===== src/rtl/instr_encoder.sv =====
// instr_encoder
//   Assembles RV32I instruction words (R, I-ALU, I-load, S, B) from field-level
//   inputs and writes them to instruction memory at consecutive word addresses.
//   The write happens one cycle after the instruction is accepted.
//
// Ports
//   clk_i        clock; all state changes on the rising edge
//   rst_n_i      synchronous active-low reset
//   start_i      restart load: write pointer to BASE_ADDR, count and full cleared
//   in_valid_i   instruction fields valid
//   in_ready_o   encoder accepts this cycle
//   fmt_i        0=R 1=I-ALU 2=I-load 3=S 4=B, 5..7 illegal
//   rd_i/rs1_i/rs2_i, func3_i, sub_i, imm_i   instruction fields
//   mem_we_o     one-cycle write strobe per word
//   mem_addr_o   word address of the current write
//   mem_wdata_o  encoded instruction
//   count_o      words written since reset/start
//   full_o       2^ADDR_W words written; acceptance stops until start
//   err_o        sticky: an illegal fmt was accepted (cleared only by reset)
module instr_encoder #(
  parameter int unsigned ADDR_W    = 8,
  parameter int unsigned BASE_ADDR = 0
) (
  input  logic              clk_i,
  input  logic              rst_n_i,
  input  logic              start_i,
  input  logic              in_valid_i,
  output logic              in_ready_o,
  input  logic [2:0]        fmt_i,
  input  logic [4:0]        rd_i,
  input  logic [4:0]        rs1_i,
  input  logic [4:0]        rs2_i,
  input  logic [2:0]        func3_i,
  input  logic              sub_i,
  input  logic [12:0]       imm_i,
  output logic              mem_we_o,
  output logic [ADDR_W-1:0] mem_addr_o,
  output logic [31:0]       mem_wdata_o,
  output logic [ADDR_W:0]   count_o,
  output logic              full_o,
  output logic              err_o
);

  localparam logic [ADDR_W-1:0] BASE     = ADDR_W'(BASE_ADDR);
  localparam logic [ADDR_W-1:0] WP_ONE   = ADDR_W'(1);
  localparam logic [ADDR_W:0]   CNT_ONE  = (ADDR_W+1)'(1);
  localparam logic [ADDR_W:0]   CNT_LAST = (ADDR_W+1)'((1 << ADDR_W) - 1);

  localparam logic [2:0] FMT_R  = 3'd0;
  localparam logic [2:0] FMT_IA = 3'd1;
  localparam logic [2:0] FMT_IL = 3'd2;
  localparam logic [2:0] FMT_S  = 3'd3;
  localparam logic [2:0] FMT_B  = 3'd4;

  localparam logic [6:0] OP_R  = 7'b0110011;
  localparam logic [6:0] OP_IA = 7'b0010011;
  localparam logic [6:0] OP_IL = 7'b0000011;
  localparam logic [6:0] OP_S  = 7'b0100011;
  localparam logic [6:0] OP_B  = 7'b1100011;

  logic              we_q,    we_d;
  logic [ADDR_W-1:0] addr_q,  addr_d;
  logic [31:0]       wdata_q, wdata_d;
  logic [ADDR_W-1:0] wp_q,    wp_d;
  logic [ADDR_W:0]   count_q, count_d;
  logic              full_q,  full_d;
  logic              err_q,   err_d;

  logic        accept;
  logic        legal;
  logic [6:0]  f7;
  logic [31:0] enc;

  // Branch offsets are always even, so imm[0] carries no information.
  logic unused_imm0;
  assign unused_imm0 = imm_i[0];

  // start blocks acceptance so the pointer reset never races a new word.
  assign in_ready_o = rst_n_i & ~full_q & ~start_i;
  assign accept     = in_valid_i & in_ready_o;
  assign legal      = (fmt_i <= FMT_B);
  assign f7         = sub_i ? 7'b0100000 : 7'b0000000;

  always_comb begin
    enc = 32'h0;
    case (fmt_i)
      FMT_R:  enc = {f7, rs2_i, rs1_i, func3_i, rd_i, OP_R};
      FMT_IA: begin
        // Shift-immediates: upper immediate bits select logical vs arithmetic.
        if (func3_i == 3'b001 || func3_i == 3'b101)
          enc = {f7, imm_i[4:0], rs1_i, func3_i, rd_i, OP_IA};
        else
          enc = {imm_i[11:0], rs1_i, func3_i, rd_i, OP_IA};
      end
      FMT_IL: enc = {imm_i[11:0], rs1_i, func3_i, rd_i, OP_IL};
      FMT_S:  enc = {imm_i[11:5], rs2_i, rs1_i, func3_i, imm_i[4:0], OP_S};
      FMT_B:  enc = {imm_i[12], imm_i[10:5], rs2_i, rs1_i, func3_i,
                     imm_i[4:1], imm_i[11], OP_B};
      default: enc = 32'h0;
    endcase
  end

  always_comb begin
    we_d    = accept & legal;
    addr_d  = addr_q;
    wdata_d = wdata_q;
    wp_d    = wp_q;
    count_d = count_q;
    full_d  = full_q;
    err_d   = err_q;

    if (accept && legal) begin
      addr_d  = wp_q;
      wdata_d = enc;
    end

    if (start_i) begin
      wp_d    = BASE;
      count_d = '0;
      full_d  = 1'b0;
    end else if (accept && legal) begin
      wp_d    = wp_q + WP_ONE;
      count_d = count_q + CNT_ONE;
      full_d  = (count_q == CNT_LAST);
    end

    if (accept && !legal)
      err_d = 1'b1;
  end

  always_ff @(posedge clk_i) begin
    if (!rst_n_i) begin
      we_q    <= 1'b0;
      addr_q  <= BASE;
      wdata_q <= 32'h0;
      wp_q    <= BASE;
      count_q <= '0;
      full_q  <= 1'b0;
      err_q   <= 1'b0;
    end else begin
      we_q    <= we_d;
      addr_q  <= addr_d;
      wdata_q <= wdata_d;
      wp_q    <= wp_d;
      count_q <= count_d;
      full_q  <= full_d;
      err_q   <= err_d;
    end
  end

  assign mem_we_o    = we_q;
  assign mem_addr_o  = addr_q;
  assign mem_wdata_o = wdata_q;
  assign count_o     = count_q;
  assign full_o      = full_q;
  assign err_o       = err_q;

endmodule


===== config.mk =====
export PLATFORM = sky130hd
export DESIGN_NAME = instr_encoder
export DESIGN_NICKNAME = d
export VERILOG_FILES = /design/src/rtl/instr_encoder.sv
export SDC_FILE = /design/constraint.sdc
export NUM_CORES = 1
export LEC_CHECK = 0
export CAP_MARGIN = 25
export CORE_MARGIN = 2
export CORE_UTILIZATION = 48
export DETAILED_ROUTE_END_ITERATION = 8
export PLACE_DENSITY_LB_ADDON = 0.15
export RECOVER_POWER = 25
export SYNTH_ARGS = -nofsm -noshare
export SYNTH_HDL_FRONTEND = slang
export SYNTH_SLANG_ARGS = --single-unit

===== constraint.sdc =====
create_clock -name clk_i -period 2.8 [get_ports clk_i]
set_clock_uncertainty 0.05 [all_clocks]
set_input_delay 0.56 -clock clk_i [delete_from_list [all_inputs] [get_ports clk_i]]
set_output_delay 0.56 -clock clk_i [all_outputs]
set_load 0.02 [all_outputs]

## Word-level counts from Yosys, hierarchy flattened

Index checks and enable logic that the tools add are counted.
W data, S select, Z words.

- Latch bits: 0
- Memories: 0
- Flip-flop bits (word level): 60
- Bits in writable memories: 0
- ROM bits: 0
- Bits of input ports: 39
- Output and inout port bits: 53

- Bitwise operators: 7
- Order comparisons: 1
- Add/subtract/negate cells: 2
- Reduce and logical (&&, ||, !) cells: 6
- Shift operators: 0
- Equality and inequality tests: 7
- Muxes and demuxes: 3
- Divide/modulo/power cells: 0
- $mul: 0

Operator list:

| cell | count |
|---|---|
| $pmux W32 S5 | 1 |
| $mux W32 | 1 |
| $add A9 B1 Y9 const B | 1 |
| $eq A9 B8 Y1 const B | 1 |
| $add A8 B1 Y8 const B | 1 |
| $eq A3 B1 Y1 const B | 2 |
| $eq A3 B2 Y1 const B | 2 |
| $eq A3 B3 Y1 const B | 2 |
| $mux W6 | 1 |
| $and A1 B1 Y1 | 4 |
| $le A3 B3 Y1 const B | 1 |
| $logic_not A3 Y1 | 1 |
| $not A1 Y1 | 3 |
| $logic_and A1 B1 Y1 | 2 |
| $reduce_or A2 Y1 | 1 |
| $logic_not A1 Y1 | 1 |
| $logic_or A1 B1 Y1 | 1 |

## Longest topological paths before layout

Gate-level depths: netlist of the first run.

- Depth after elaboration: 5
- Gate-level depth with buffers: 7
- Mapped depth without buffers: 6

## Worst setup path before layout of the first run

Ideal clock, no wire load.

- Kind: in2out
- Start: input port start_i
- End: output port in_ready_o
- Slack: 944 ps
- Buffers on the path: 1
- Stages: 3
- Arrival: 1,246 ps
- Path through: nand2b_1 -> clkbuf_1 -> nor2_1

- Longest elaborated chain between the ends: 2

RTL lines:

| element | line | RTL |
|---|---|---|
| start, declared | 26 | `input logic start_i,` |
| $not A1 Y1 | 79 | `assign in_ready_o = rst_n_i & ~full_q & ~start_i;` |
| $and A1 B1 Y1 | 79 |  |
| end, declared | 28 | `output logic in_ready_o,` |

Every way passes these cells.

## Final worst setup path of the first run

Same ends and word-level chain as after synthesis.

==> metrics.md, run 1 <==
| Metric | Value |
|---|---|
| # rows | `26` |
| Number of antenna diodes | `0` |
| Sequential power share | `46.7%` |
| Grt ovf | `0` |
| Cts hold-fix bufs | `0` |
| EDFF count, synth | `0` |
| Commonest non-fill, non-tap cells in the layout | `clkdlybuf4s50_1 (65), dfxtp_1 (57), nand2_1 (49), dlygate4sd3_1 (24), nor2b_1 (18)` |
| Sequential cell area | `roughly 1100 um2` |
| Die width | `77.10 um` |
| Register bit count reported by yosys | `57` |
| Cell Chain, Critical Path | `clkdlybuf4s50_1 -> nand2b_1 -> nor2_1 -> clkdlybuf4s50_1` |
| Distinct cells, synth | `51` |
| 1st-pass router iterations | `4` |
| Max clock buf depth | `2` |
| Post-Syn Area | `between 2000 and 3000 um2` |
| Synth async-reset ratio | `0%` |
| Reg-to-Reg Start | `full_o` |
| TritonCTS Buffers | `9` |
| Area of the multi-input gates | `around 1300 um2` |
| Detailed-route DRC error count | `0` |
| H-tree Lvls | `3` |
| Crit-path max cell delay | `0.61 ns` |
| Filler instances | `435` |
| Worst R2R Path Depth | `5` |
| Antenna-violating nets left | `0` |
| Top-area cell type share of the netlist area | `44.49%` |
| Area leader, netlist | `dfxtp_1` |
| Cells after synthesis | `around 290` |
| Drt via density | `about 5.3` |
| Ys Warns | `0` |
| CP Class | `in -> out` |
| R2r endpoint | `count_o[7]` |
| Worst Path Required | `2.19 ns` |
| CTS root buffer | `clkbuf_8` |
| Setup_tns | `0 ns` |
| Vias in the first global route | `about 2300` |
| Area Overhead vs Synth | `44.24%` |
| RSZ-0062 raised after global routing | `no` |
| Slew headroom | `65.39%` |
| Sequential area share after synthesis | `44.49%` |
| Fmax | `0.3985 GHz` |
| Setup violations, final | `0` |
| Arrival time worst endpoint | `1.90 ns` |
| Highest-delay cell along the critical path | `clkdlybuf4s50_1` |
| Commonest non-fill, non-tap cell in the layout | `clkdlybuf4s50_1` |
| Cell-internal power | `1.350 mW` |
| Final Hold Fails | `0` |
| Hold wc startpoint | `mem_addr_o[6]` |
| Initial antenna violation count | `0` |
| WHS | `0.3971 ns` |
| Via count | `2375` |
| Leakage dissipation | `roughly 1.4 nW` |
| Post-Route WL | `6345 um` |
| Number of port buffers | `89` |
| Layout cell share with drive strength beyond 1 | `8.684%` |
| Max_cap viols | `0` |
| Gr usage total | `22.23%` |
| DR iter-0 viols | `87` |
| FF-to-FF setup slack | `1.18 ns` |
| Pin count of the biggest net entering global routing | `29` |
| Setup crit start kind | `primary input` |
| CTS Sinks | `between 50 and 60` |
| Worst skew pair latency | `0.33 ns` |
| Clock-pin slew on the worst setup and hold paths | `0.06 ns` |
| Hold path endpoint | `mem_addr_o[6]` |
| Critical Path Most Common Cell | `clkdlybuf4s50_1` |
| Period Utilization, post-route | `89.62%` |
| PwrDens | `483.5 nW/um2` |
| CP Max Fanout | `4` |
| Min-delay worst type | `reg -> reg` |
| Max VDD drop | `roughly 0.4 mV` |
| Top_reg_cell synth | `dfxtp_1` |
| Top post-synthesis cells by area | `dfxtp_1 (44%), nand2_1 (7.2%), a21boi_1 (4.7%), nor2b_1 (4.4%), a21oi_1 (2.5%)` |
| CP endpoint kind | `primary output` |
| Final min period | `2.509 ns` |
| Dpl hpwl | `roughly 4600 um` |
| Switch share | `24.55%` |
| Slew @ Worst Pin | `0.5180 ns` |
| Fin nets | `417` |
| Outcome | `completed` |
| TritonCTS clock tree | `yes` |
| Clock power frac | `40.7%` |
| Number of gates resized after cts | `0` |
| Initial core utilization | `49.90%` |
| Synthesized area per cell | `roughly 9.0 um2` |
| I/O pin count | `92` |
| Hold path cells | `2` |
| Post-CTS setup buffers | `0` |
| Core Area | `5140 um2` |
| WL/cell | `between 10 and 15 um` |
| DIE AREA | `between 5000 and 6000 um2` |
| Final Max Slew Viols | `0` |
| Wire length of the first global-routing pass | `10520 um` |
| Die height | `around 77 um` |
| RePlAce Congestion | `0.7778` |
| NetSw | `0.4392 mW` |
| Logic pwr share | `12.6%` |
[cell families after synthesis]
kind of cell | Yosys count | synth area share [%]
flops | 57 | 44.49
fa+ha+maj | 3 | 1.464
compound gates | 72 | 20.98
xor+xnor | 9 | 3.073
buf+inv | 25 | 5.024
other cells | 1 | 0.1462
mux | 3 | 1.171
simple gates | 116 | 23.66
[synthesized netlist by cell type (4+ instances only)]
cell	n
o21ai_1	7
nor4b_1	5
a221oi_1	5
nand3_1	8
xor2_1	5
nor2_1	15
dfxtp_1	57
clkbuf_1	10
nand4_1	4
nor2b_1	18
xnor2_1	4
buf_4	6
a31oi_1	5
buf_2	4
a21oi_1	13
nand2_1	49
o22a_1	5
a21boi_1	16
a32o_1	5
[through the flow]
| stage | cell area (um2) | std cells | total power [mW] | utilization, % | worst slack (ns) |
|---|---|---|---|---|---|
| after global placement | 3517 | 434 | 1.079 | 68.43 | 0.2993 |
| after CTS | 3704 | 450 | 1.806 | 72.05 | 0.2873 |
| after detailed placement | 3517 | 434 | 1.082 | 68.43 | 0.2338 |
| final | 3700 | 450 | 1.789 | 71.98 | 0.2907 |
| after floorplan | 2569 | 287 | 0.9704 | - | 0.9444 |
| after global routing | 3700 | 450 | 1.860 | 71.98 | 0.1617 |
[worst max path at each step]
stage / from / to / slack, ns / cells past startpoint
after global placement: rst_n_i / count_o[7] / 0.30 / 7
after global routing: rst_n_i / mem_wdata_o[20] / 0.16 / 6
after floorplan: start_i / in_ready_o / 0.94 / 3
after CTS: rst_n_i / in_ready_o / 0.29 / 4
after detailed placement: rst_n_i / count_o[7] / 0.23 / 7
final: start_i / in_ready_o / 0.29 / 4
[sequential cells by signal, indices dropped and copies added, names as in the netlist]
| signal | flops |
|---|---|
| mem_wdata_o | 29 |
| count_o | 9 |
| mem_addr_o | 8 |
| wp_q | 8 |
| err_o | 1 |
| full_o | 1 |
| mem_we_o | 1 |
[critical path, delay by kind of cell]
family	cells	cell delay, ns
buf+inv	2	1.07
simple gates	2	0.27
[final cells by class]
class                   instances  share of cell area (%)
multi-input cells             205                   35.10
inverters                       3                  0.3044
well taps                      70                   2.367
clock inverters                 6                   1.589
clock buffers                  10                   3.449
repair buffers                 99                   26.34
flip-flops and latches         57                   30.84
[routing by layer]
metal	up-vias	global-route usage, %	wire [um]
met5	-	0	0
met1	1118	25.72	2695
met4	0	8.036	95
met2	58	37.98	3191
met3	11	7.765	363
li1	1188	-	-
[power by group through the flow]
stage               sequential, mW  combinational [mW]  clock, mW
finish                       0.836               0.225      0.728
global route                 0.837               0.243      0.779
CTS                          0.836               0.230      0.740
detailed placement           0.854               0.228          0
global placement             0.854               0.226          0
floorplan                    0.872              0.0985          0
(Power assumes the default switching activity.)
==> run 2, diff against run 1 <==
--- a/config.mk
+++ b/config.mk
@@ -9,6 +9,7 @@
 export CORE_MARGIN = 2
 export CORE_UTILIZATION = 48
 export DETAILED_ROUTE_END_ITERATION = 8
+export MAX_ROUTING_LAYER = met4
 export PLACE_DENSITY_LB_ADDON = 0.15
 export RECOVER_POWER = 25
 export SYNTH_ARGS = -nofsm -noshare
==> run 2 against run 1 <==
Net effect:
- worst hold slack did not move
- non-clock buffer count did not move
- cell count did not move
- count of clock-buffer cells in the layout did not move
- highest routed layer unchanged
- flip-flop and latch count did not move
- utilization did not move
- via count rose by 0.72%
- power rose by 0.13%
- critical path depth did not move
==> metrics.md, run 2 (synthesis gave the netlist of run 1 again) <==
| Metric | Value |
|---|---|
| Area of the multi-input gates | `1299 um2` |
| RSZ-0062 raised after global routing | `no` |
| CP bufs+invs | `2` |
| Worst Path Required | `2.19 ns` |
| Reg-to-Reg Start | `full_o` |
| Worst R2R Path Depth | `5` |
| Die height | `77.10 um` |
| Clock-pin slew on the worst setup and hold paths | `0.06 ns` |
| DR iter-0 viols | `82` |
| Drt via density | `5.316` |
| Post-CTS setup buffers | `0` |
| Non-filler cells, final | `450` |
| Commonest non-fill, non-tap cells in the layout | `clkdlybuf4s50_1 (65), dfxtp_1 (57), nand2_1 (49), dlygate4sd3_1 (24), nor2b_1 (18)` |
| Worst skew pair latency | `around 0.34 ns` |
| Vias in the first global route | `2280` |
| TritonCTS Buffers | `9` |
| Number of flip-flops in the largest register | `29` |
| R2r endpoint | `mem_wdata_o[29]` |
| Hold path endpoint | `mem_addr_o[6]` |
| Slew @ Worst Pin | `~0.52 ns` |
| Post-Route WL | `6354 um` |
| Setup crit start kind | `primary input` |
| Number of antenna diodes | `0` |
| DIE AREA | `approximately 5900 um2` |
| Gr usage total | `22.83%` |
| CP Max Fanout | `4` |
| Final min period | `about 2.5 ns` |
| Arrival time worst endpoint | `1.90 ns` |
| Cts hold-fix bufs | `0` |
| Top delay family on crit path | `buffers and inverters` |
| Number of port buffers | `between 80 and 90` |
| Via count | `2392` |
| CTS Sinks | `between 50 and 60` |
| Initial antenna violation count | `0` |
| RePlAce Congestion | `0.7885` |
| Hold wc startpoint | `mem_addr_o[6]` |
| Critical Path Most Common Cell | `clkdlybuf4s50_1` |
| Max clock buf depth | `2` |
| Final Max Slew Viols | `0` |
| Number of gates resized after cts | `0` |
| Min-delay worst type | `reg -> reg` |
| Placed Area | `3517 um2` |
| Grt ovf | `0` |
| 1st-pass router iterations | `4` |
| CTS root buffer | `clkbuf_8` |
| CP Class | `in -> out` |
| Antenna-violating nets left | `0` |
| Area Overhead vs Synth | `44.24%` |
| Sequential cell area | `between 1000 and 1500 um2` |
| Fmax | `0.3985 GHz` |
| # rows | `26` |
| Fin util | `71.98%` |
| Inst Count DP | `434` |
| Detailed-route DRC error count | `0` |
| Max_cap viols | `0` |
| Wire length of the first global-routing pass | `10490 um` |
| Period Utilization, post-route | `approximately nine tenths` |
| TritonCTS clock tree | `yes` |
| Outcome | `completed` |
| WL/cell | `14.12 um` |
| Commonest non-fill, non-tap cell in the layout | `clkdlybuf4s50_1` |
| Final Hold Fails | `0` |
| CP endpoint kind | `primary output` |
| Fin area | `3700 um2` |
| FF-to-FF setup slack | `approximately 1.2 ns` |
| Filler instances | `approximately 440` |
| Highest-delay cell along the critical path | `clkdlybuf4s50_1` |
| I/O pin count | `92` |
| Fin nets | `417` |
| Setup ws final | `just under 0.3 ns` |
| Leakage dissipation | `1.368 nW` |
| Slew headroom | `65.39%` |
| Setup violations, final | `0` |
| Layout cell share with drive strength beyond 1 | `8.684%` |
| Setup WS pre-CTS | `0.2338 ns` |
| Pin count of the biggest net entering global routing | `29` |
| Max VDD drop | `0.3954 mV` |
| Die width | `77.10 um` |
| Setup_tns | `0 ns` |
| PwrDens | `~480 nW/um2` |
| Cell Chain, Critical Path | `clkdlybuf4s50_1 -> nand2b_1 -> nor2_1 -> clkdlybuf4s50_1` |
| WHS | `0.3971 ns` |
| Dpl hpwl | `4577 um` |
| Final Power | `about 1.8 mW` |
| Hold path cells | `2` |
| Initial core utilization | `49.90%` |
| Crit-path max cell delay | `between 0.6 and 0.7 ns` |
| Core Area | `5140 um2` |
| H-tree Lvls | `3` |
==> run 2: worst max path at each step <==
stage                 start              end  slack, ns  cells past startpoint
floorplan           start_i       in_ready_o       0.94                      3
global placement    rst_n_i       count_o[7]       0.30                      7
detailed placement  rst_n_i       count_o[7]       0.23                      7
CTS                 rst_n_i       in_ready_o       0.29                      4
global route        rst_n_i  mem_wdata_o[20]       0.16                      6
finish              start_i       in_ready_o       0.29                      4
==> run 2: worst reg2reg max path: stages, from the launching register on <==
cell,delay [ns]
dfxtp_1,0.34
and4bb_1,0.34
nand2_4,0.18
buf_4,0.24
nor2_2,0.24
a32o_1,0.17
==> run 2: per-layer routing <==
metal / vias up / track usage, % / wire, um
met4: 0 / 8.036 / 93
met3: 10 / 6.824 / 336
met2: 60 / 38.07 / 3218
met1: 1134 / 26.16 / 2706
met5: - / - / 0
li1: 1188 / - / -
==> run 2: area by class of cell <==
cell class | instances | area share, %
multi-input combinational | 205 | 35.10
sequential | 57 | 30.84
timing repair buffer | 99 | 26.34
clock buffer | 10 | 3.449
tap | 70 | 2.367
clock inverter | 6 | 1.589
inverter | 3 | 0.3044
==> run 2: power by group <==
| part | internal, mW | total, mW | switching, mW |
|---|---|---|---|
| Combinational | 0.117 | 0.226 | 0.109 |
| Sequential | 0.827 | 0.836 | 0.00894 |
| Clock | 0.406 | 0.730 | 0.324 |
| Total | 1.35 | 1.79 | 0.442 |
==> run 3, diff against run 2 <==
--- a/config.mk
+++ b/config.mk
@@ -9,6 +9,7 @@
 export CORE_MARGIN = 2
 export CORE_UTILIZATION = 48
 export DETAILED_ROUTE_END_ITERATION = 8
+export HOLD_SLACK_MARGIN = 0.15
 export MAX_ROUTING_LAYER = met4
 export PLACE_DENSITY_LB_ADDON = 0.15
 export RECOVER_POWER = 25
==> results of run 3 <==
Same layout as run 2: the final DEF is identical, and so are final timing and power.
